File: src/rtl/merge_pkg.sv
// Shared types and helpers for the two-way streaming merge stage.
//
// Contents:
//   merge_state_t : FSM state encoding for merge2_stream.
//   CMP_W         : widest element width the comparator helper accepts.
//   take_a()      : merge ordering decision. Ties favour A, which keeps the merge stable.
package merge_pkg;

  // take_a() compares zero-extended operands at this width.
  // Element widths up to CMP_W bits are supported.
  localparam int unsigned CMP_W = 64;

  typedef enum logic [2:0] {
    IDLE    = 3'd0,
    MERGE   = 3'd1,
    DRAIN_A = 3'd2,
    DRAIN_B = 3'd3,
    DONE    = 3'd4
  } merge_state_t;

  // Returns 1 when the head of A must be emitted before the head of B.
  // Equal keys return 1 in both directions, so A always wins a tie.
  function automatic logic take_a(input logic [CMP_W-1:0] a,
                                  input logic [CMP_W-1:0] b,
                                  input logic             descending);
    return descending ? (a >= b) : (a <= b);
  endfunction

endpackage

File: src/rtl/merge_sel.sv
// Comparator and data mux of the merge stage.
//
// Ports:
//   a_data_i, b_data_i : heads of FIFO A and FIFO B.
//   descending_i       : order select latched for the current run pair.
//   force_a_i          : draining A, so the comparison is ignored.
//   force_b_i          : draining B, so the comparison is ignored.
//   sel_a_o            : 1 selects A, 0 selects B.
//   out_data_o         : selected head.
module merge_sel
  import merge_pkg::*;
#(
  parameter int DATA_W = 8
) (
  input  logic [DATA_W-1:0] a_data_i,
  input  logic [DATA_W-1:0] b_data_i,
  input  logic              descending_i,
  input  logic              force_a_i,
  input  logic              force_b_i,
  output logic              sel_a_o,
  output logic [DATA_W-1:0] out_data_o
);

  always_comb begin
    sel_a_o = 1'b0;
    if (force_a_i) begin
      sel_a_o = 1'b1;
    end else if (force_b_i) begin
      sel_a_o = 1'b0;
    end else begin
      sel_a_o = take_a(CMP_W'(a_data_i), CMP_W'(b_data_i), descending_i);
    end
  end

  assign out_data_o = sel_a_o ? a_data_i : b_data_i;

endmodule

File: src/rtl/merge2_stream.sv
// Two-way streaming merge stage.
//
// The stage merges two pre-sorted runs of run_len elements each.
// The runs come from first-word-fall-through FIFOs A and B.
// The result is one sorted run of 2*run_len elements written to an output FIFO.
//
// Ports:
//   clk, rst          : clock; synchronous active-high reset.
//   start             : request one run-pair merge. Sampled only in IDLE.
//   run_len           : elements per input run, 0..MAX_RUN. Sampled with start.
//   descending        : 0 = ascending, 1 = descending. Sampled with start.
//   a_data/a_empty    : head and empty flag of FIFO A.
//   a_rd              : pop FIFO A.
//   b_data/b_empty    : head and empty flag of FIFO B.
//   b_rd              : pop FIFO B.
//   out_data/out_wr   : element and write strobe for the output FIFO.
//   out_full          : output FIFO cannot accept a write this cycle.
//   busy              : registered. High from the cycle after an accepted start until DONE exits.
//   done              : registered one-cycle pulse while in DONE.
module merge2_stream
  import merge_pkg::*;
#(
  parameter int DATA_W  = 8,
  parameter int MAX_RUN = 256,
  parameter int CNT_W   = $clog2(MAX_RUN + 1)
) (
  input  logic              clk,
  input  logic              rst,
  input  logic              start,
  input  logic [CNT_W-1:0]  run_len,
  input  logic              descending,
  input  logic [DATA_W-1:0] a_data,
  input  logic              a_empty,
  output logic              a_rd,
  input  logic [DATA_W-1:0] b_data,
  input  logic              b_empty,
  output logic              b_rd,
  output logic [DATA_W-1:0] out_data,
  output logic              out_wr,
  input  logic              out_full,
  output logic              busy,
  output logic              done
);

  merge_state_t     state_q, state_d;
  logic [CNT_W-1:0] a_left_q, a_left_d;
  logic [CNT_W-1:0] b_left_q, b_left_d;
  logic             desc_q, desc_d;
  logic             busy_q, done_q;

  logic              a_rd_c, b_rd_c, wr_c;
  logic              sel_a;
  logic [DATA_W-1:0] sel_data;

  merge_sel #(
    .DATA_W (DATA_W)
  ) u_sel (
    .a_data_i     (a_data),
    .b_data_i     (b_data),
    .descending_i (desc_q),
    .force_a_i    (state_q == DRAIN_A),
    .force_b_i    (state_q == DRAIN_B),
    .sel_a_o      (sel_a),
    .out_data_o   (sel_data)
  );

  always_comb begin
    state_d  = state_q;
    a_left_d = a_left_q;
    b_left_d = b_left_q;
    desc_d   = desc_q;
    a_rd_c   = 1'b0;
    b_rd_c   = 1'b0;
    wr_c     = 1'b0;

    case (state_q)
      IDLE: begin
        if (start) begin
          a_left_d = run_len;
          b_left_d = run_len;
          desc_d   = descending;
          state_d  = (run_len == '0) ? DONE : MERGE;
        end
      end

      MERGE: begin
        // Both heads are needed for the comparison.
        // An empty FIFO on either side stalls the merge.
        // The counter guards keep a pop from ever happening at a zero count.
        if (!a_empty && !b_empty && !out_full &&
            (a_left_q != '0) && (b_left_q != '0)) begin
          wr_c = 1'b1;
          if (sel_a) begin
            a_rd_c   = 1'b1;
            a_left_d = a_left_q - CNT_W'(1);
            if (a_left_q == CNT_W'(1)) state_d = DRAIN_B;
          end else begin
            b_rd_c   = 1'b1;
            b_left_d = b_left_q - CNT_W'(1);
            if (b_left_q == CNT_W'(1)) state_d = DRAIN_A;
          end
        end
      end

      DRAIN_A: begin
        if (a_left_q == '0) begin
          state_d = DONE;
        end else if (!a_empty && !out_full) begin
          wr_c     = 1'b1;
          a_rd_c   = 1'b1;
          a_left_d = a_left_q - CNT_W'(1);
          if (a_left_q == CNT_W'(1)) state_d = DONE;
        end
      end

      DRAIN_B: begin
        if (b_left_q == '0) begin
          state_d = DONE;
        end else if (!b_empty && !out_full) begin
          wr_c     = 1'b1;
          b_rd_c   = 1'b1;
          b_left_d = b_left_q - CNT_W'(1);
          if (b_left_q == CNT_W'(1)) state_d = DONE;
        end
      end

      DONE: begin
        state_d = IDLE;
      end

      default: begin
        state_d = IDLE;
      end
    endcase
  end

  // Reset masks the strobes in the same cycle it is asserted.
  // This keeps a mid-merge reset from popping a FIFO whose state is about to be discarded.
  assign a_rd     = a_rd_c & ~rst;
  assign b_rd     = b_rd_c & ~rst;
  assign out_wr   = wr_c & ~rst;
  assign out_data = out_wr ? sel_data : '0;

  assign busy = busy_q;
  assign done = done_q;

  always_ff @(posedge clk) begin
    if (rst) begin
      state_q  <= IDLE;
      a_left_q <= '0;
      b_left_q <= '0;
      desc_q   <= 1'b0;
      busy_q   <= 1'b0;
      done_q   <= 1'b0;
    end else begin
      state_q  <= state_d;
      a_left_q <= a_left_d;
      b_left_q <= b_left_d;
      desc_q   <= desc_d;
      busy_q   <= (state_d != IDLE);
      done_q   <= (state_d == DONE);
    end
  end

endmodule
File: config.mk
export PLATFORM = sky130hd
export DESIGN_NAME = merge2_stream
export DESIGN_NICKNAME = d
export VERILOG_FILES = /design/src/rtl/merge_pkg.sv /design/src/rtl/merge_sel.sv /design/src/rtl/merge2_stream.sv
export SDC_FILE = /design/constraint.sdc
export NUM_CORES = 1
export LEC_CHECK = 0
export BUFFER_PORTS_ARGS = -buffer_cell sky130_fd_sc_hd__buf_2
export CAP_MARGIN = 20
export CORE_MARGIN = 4
export CORE_UTILIZATION = 50
export CTS_CLUSTER_DIAMETER = 80
export CTS_CLUSTER_SIZE = 28
export DETAILED_ROUTE_END_ITERATION = 12
export PLACE_DENSITY = 0.77
export SYNTH_ARGS = -nofsm -noshare
export SYNTH_HDL_FRONTEND = slang
export SYNTH_SLANG_ARGS = --single-unit
File: constraint.sdc
create_clock -name clk -period 2.2 [get_ports clk]
set_input_delay 0.22 -clock clk [delete_from_list [all_inputs] [get_ports clk]]
set_output_delay 0.22 -clock clk [all_outputs]
set_load 0.05 [all_outputs]
==> Yosys cells after proc, flatten, opt, wreduce, memory -nomap -nowiden <==
Cells that the tools add are included.
{ "totals": {"word_cells": 90, "inputBits": 32, "n_memories": 0, "ram_bits": 0, "out_inout_bits": 13, "mem_bits_ro": 0, "ff_bits": 24, "latchBits": 0} }
{ "classes": {"mul": 0, "n_addsub": 2, "div_mod_pow": 0, "n_reduce_logical": 21, "bitwise_logic": 4, "shifts": 0, "mux": 41, "order_cmp": 2, "eq_ne": 14} }
{ "ops": {"columns": ["cell", "n"], "rows": [
  ["9-bit two-way mux", 9],
  ["9-bit case mux with 3 select lines", 2],
  ["3-bit two-way mux", 12],
  ["9-bit zero test", 3],
  ["9-bit by 1-bit == test with 1-bit output, second input constant", 2],
  ["9-bit nonzero test", 2],
  ["9-bit by 1-bit subtractor with 9-bit output, second input constant", 2],
  ["8-bit two-way mux", 2],
  ["2-bit != test, second input constant", 7],
  ["1-bit two-way mux", 12],
  ["3-bit case mux with 4 select lines", 1],
  ["6-bit AND reduction", 2],
  ["3-bit nonzero test", 3],
  ["8-bit greater-or-equal comparator", 1],
  ["8-bit less-or-equal comparator", 1],
  ["3-bit by 2-bit == test with 1-bit output, second input constant", 2],
  ["1-bit logical AND", 6],
  ["1-bit case mux with 2 select lines", 2],
  ["1-bit AND", 3],
  ["3-bit by 1-bit == test with 1-bit output, second input constant", 1],
  ["3-bit == test, second input constant", 1],
  ["1-bit zero test", 3],
  ["3-bit zero test", 1],
  ["1-bit case mux with 3 select lines", 1],
  ["other kinds (3)", 3]
]} }

==> Logic depth before layout (Yosys ltp) <==
{ "depth": {"word_depth": 9, "depth_mapped": 11, "mapped_depth_nobuf": 9} }

==> By module <==
From an unflattened synthesis, not the netlist that was laid out.
{ "hier_totals": {"hier_cells": 272, "hier_area_um2": 2160.8} }
{ "modules_own_cells": {"columns": ["module", "seq_area_each_um2", "cells_per_inst", "instances", "area_each_um2"], "rows": [
  ["merge2_stream", 480.5, 230, 1, 1806.7],
  ["merge_sel", 0.0, 42, 1, 354.1]
]} }

==> Least setup slack after synthesis <==
OpenSTA, ideal clock, no wires.
{ "synth_path": {"path_type": "input-to-output", "from": "in b_data[1]", "to": "out a_rd", "stages": 10, "arrival_ns": 4.316, "n_path_buf": 1, "path_slack_ns": -2.336, "required_time_ns": 1.980, "path_cell_list": "inv_1 -> ha_1 -> nor2b_1 -> o211ai_1 -> a21oi_1 -> or3_1 -> a32oi_1 -> buf_4 -> nand3_1 -> a2111oi_0"} }
{ "synth_via": {"elab_chain_cells": 8, "elab_cells_between_ends": 9, "classes_between": "2 x order compare; 6 x mux; 1 x bitwise"} }
{ "synth_rtl": {"columns": ["item", "line_no", "text"], "rows": [
  ["from (decl)", "merge2_stream.sv:35", "input logic [DATA_W-1:0] b_data,"],
  ["8-bit less-or-equal comparator or 8-bit greater-or-equal comparator (tied branches)", "merge_pkg.sv:26", "return descending ? (a >= b) : (a <= b);"],
  ["1-bit two-way mux (*)", "merge_pkg.sv:26", null],
  ["1-bit two-way mux (*)", "merge_sel.sv:28", "end else if (force_b_i) begin"],
  ["1-bit two-way mux (*)", "merge_sel.sv:26", "if (force_a_i) begin"],
  ["1-bit two-way mux (*)", "merge2_stream.sv:93", "if (sel_a) begin"],
  ["1-bit two-way mux (*)", "merge2_stream.sv:90", "if (!a_empty && !b_empty && !out_full &&"],
  ["1-bit case mux with 2 select lines (*)", "merge2_stream.sv:76", "case (state_q)"],
  ["1-bit AND (*)", "merge2_stream.sv:139", "assign a_rd = a_rd_c & ~rst;"],
  ["to (decl)", "merge2_stream.sv:34", "output logic a_rd,"]
]} }
Mark *: on every way between the ends. The rest lies on a longest branch, timed or not.

==> Final worst setup path <==
{ "layout_path": {"from": "in b_data[7]", "to": "out a_rd"} }
The elaborated chain is that of the path after synthesis.

==> results.txt <==
----------------------------------------------------
[Global routing]
  Largest net degree at the start of global routing ... 25
  Wire length of the first global-routing pass ... 15.6 mm
  Met3 track demand over resource in global routing ... 9.00%
  Antenna violations before repair ... 0
  Remaining global-route overflow ... 0
  Met2 track utilization from global routing ... 66.2%
  Overall routing resource usage ... 38.2%
  Layer with the highest usage after global routing ... met2
  GRT met1 Usage ... 41.2%
  Vias in the first global route ... 3092

[Pwr]
  Internal power ... 1.24 mW
  Ratio of total power to cell area ... 556 mW/mm^2
  P_leak ... 1.51 nW
  Sequential share of power ... 24.0%
  Max rail drop VDD ... 413 uV
  Net load switching power ... 0.872 mW
  Power Total ... 2.11 mW
  Clock Power Share ... 19.8%
  Switching portion of total power ... 41.3%
  Part of the total power dissipated in combinational logic ... 56.1%

[Logic synthesis]
  Post-synth EDFFs ... 0
  Netlist area before placement ... 0.00207 sq mm
  Cells after synthesis ... 285
  Avg Cell Area, Syn ... 7.27 sq um
  Most common flop cell mapped by yosys ... dfxtp_1
  Proportion of register bits with asynchronous set or reset after synthesis ... 0%
  Total nets after synthesis ... 329
  Count of different cell masters after synthesis ... 50
  Share of synthesized area occupied by flip-flops and latches ... 23.2%
  Synth warn ... 0
  Synthesis-stage register bit count ... 24

[Floorplan]
  Cell Rows ... 23
  Die span in y ... 72.4 um
  Die outline area ... 0.00524 sq mm
  Initial cell density of the core ... 51.8%
  CORE AREA ... 0.00400 sq mm
  Die span in x ... 72.4 um
  Number of placed I/O pins ... 45

[Timing]
  Final Skew ... 8.39 ps
  Setup slack after layout ... -904 ps
  Time the final worst path needs with I/O delays and setup ... 3100 ps
  Final number of hold-violating endpoints ... 0
  Post-Route Setup TNS ... -14020 ps
  Period utilization ... 141%
  Slew @ Worst Pin ... 527 ps
  Tightest hold margin ... 238 ps
  Slew margin rel. ... 64.6%
  Unrepaired setup endpoints after global routing ... true
  Total setup violations reported at the end of the flow ... 33
  Max-slew violation count ... 0
  Fmax ... 322 MHz

[Critical path]
  Sort of element at the end of the critical path ... output port
  Worst setup path startpoint ... b_data[7]
  R2R Path Start ... a_left_q[1]$_SDFFE_PP0P_
  Setup crit start kind ... primary input
  Arrival time of the worst setup path ... 2880 ps
  Path type of the worst setup path ... in -> out
  Data required time at the worst endpoint ... 1980 ps
  Maximum fanout count along the critical path ... 3

[Clock tree]
  Maximum number of buffers from clock root to sink ... 2
  Root Buffer ... clkbuf_8
  TritonCTS buffer count ... 3
  Clock tree from TritonCTS ... built
  Clock sink total ... 24
  Clock latency reported for the late side of the worst-skew pair ... 280 ps
  H-tree depth ... 1
  Register clock-pin slew on the reported worst setup and hold paths ... 100 ps

[Route]
  Vias per cell ... 7.55
  DRT Wirelength ... 13.0 mm
  DR pass1 iterations ... 5
  WL per Instance ... 29.2 um
  DRT iter0 DRCs ... 577
  Drc violations ... 0
  Final ANT Viol Nets ... 0
  Detailed-route via count ... 3369

[Final layout]
  Most used cells in the layout excluding fill and tap cells ... buf_4 (66), nor2_1 (31), buf_2 (31), dfxtp_1 (21)
  Synthesis-to-finish area growth ... 83.2%
  Antenna diode count ... 0
  Layout net count ... 441
  Leading cell type in the layout, fill and taps excluded ... buf_4
  Finished Cell Area ... 0.00380 sq mm
  Fraction of final layout cells with drive strength greater than 1 ... 56.1%

[Placed design]
  Final weighted congestion of routability-driven global placement ... 0.952
  Count of buffers from port buffering ... 44
  Detailed placer's ending HPWL ... 5.04 mm
  Area post-placement ... 0.00295 sq mm

[Flow run]
  Number of max-capacitance violations reported ... 0

[Outcome]
  Outcome ... complete, but fails checks
  Violated checks ... negative setup slack

[Hold path]
  Hold Crit Class ... in -> reg
  Startpoint of the tightest hold check path ... descending

----------------------------------------------------
-- cell type report --
type	instances	area (sq um)
clock buffer	3	41.3
multi-input combinational	229	2100
clock inverter	1	30.0
inverter	17	80.1
tap	50	62.6
timing repair buffer	122	1000
sequential	24	484
fill	105	203
-- power groups by stage --
stage | Sequential, mW | Combinational [mW] | Clock [mW]
global route | 0.509 | 1.23 | 0.420
CTS | 0.500 | 0.922 | 0.402
detailed placement | 0.509 | 0.750 | 0
finish | 0.507 | 1.18 | 0.419
floorplan | 0.522 | 0.474 | 0
global placement | 0.508 | 0.731 | 0
-- through the flow --
step	cells	util, %	setup WS, ps
floorplan	285	-	-506
global placement	422	73.7	-537
detailed placement	422	73.7	-630
CTS	437	87.5	-424
global route	446	94.9	-1030
finish	446	94.9	-904
-- timing repair --
action | in CTS | in global routing
pin swaps | 31 | 22
gates resized for setup | 97 | 43
hold buffers | 0 | 0
buffers inserted | 10 | 8
setup endpoints to repair | 31 | 33
gates cloned | 2 | 1
-- critical path, cell delays in order --
cell,delay (ps)
buf_2,120
inv_1,60
ha_1,340
a21oi_1,210
o21ai_1,220
or3_4,410
a32oi_4,360
nand3_2,290
a2111oi_4,430
buf_6,220
-- routing by layer --
layer  part of all wire [%]  vias up
li1                       -     1280
met1                     32     1514
met5                      0        -
met2                     44      413
met4                     10        0
met3                     14      162
-- registers in the layout, summed over array words and instances (netlist names) --
register,flops
busy,1
state_q,3
done,1
b_left_q,9
desc_q,1
a_left_q,9
-- synthesized netlist by cell type, types with 2 or more instances --
cell type   n  area share, %
o32ai_1     8            3.4
inv_1      16            2.9
o21ai_0    15            3.6
a31oi_1     4            1.2
ha_1       12            7.2
dfxtp_1    24             23
nor4b_1     2           0.85
nand4_1     4            1.2
nand3b_1    2           0.72
a21oi_1    25            6.0
nand2_1    20            3.6
buf_2       5            1.2
mux2i_1     9            4.3
or2_2       5            1.5
a22oi_1     2           0.72
a211o_1     3            1.3
nand2b_1    6            1.8
nor2b_1     4            1.2
a21o_1      4            1.4
nor3b_1     4            1.4
nor2_1     42            7.6
nor4_1      8            2.4
o211ai_1    4            1.4
or4_1       4            1.4
nand3_1     4           0.97
clkbuf_1   10            1.8
nor3_1     15            3.6
o221a_2     2            1.1
-- final timing paths --
check,end,slack [ps],cells past startpoint
max,a_rd,-900,10
min,desc_q$_SDFFE_PP0P_,240,3
max reg2reg,b_left_q[1]$_SDFFE_PP0P_,-480,11
min reg2reg,a_left_q[7]$_SDFFE_PP0P_,510,2
-- cells by family after synthesis --
family / Yosys count / synth area share, %
buf+inv: 34 / 7.00
compound gates: 77 / 25.8
flops: 24 / 23.2
simple gates: 129 / 32.5
fa+ha+maj: 12 / 7.24
mux: 9 / 4.35
(Power assumes the default switching activity.)
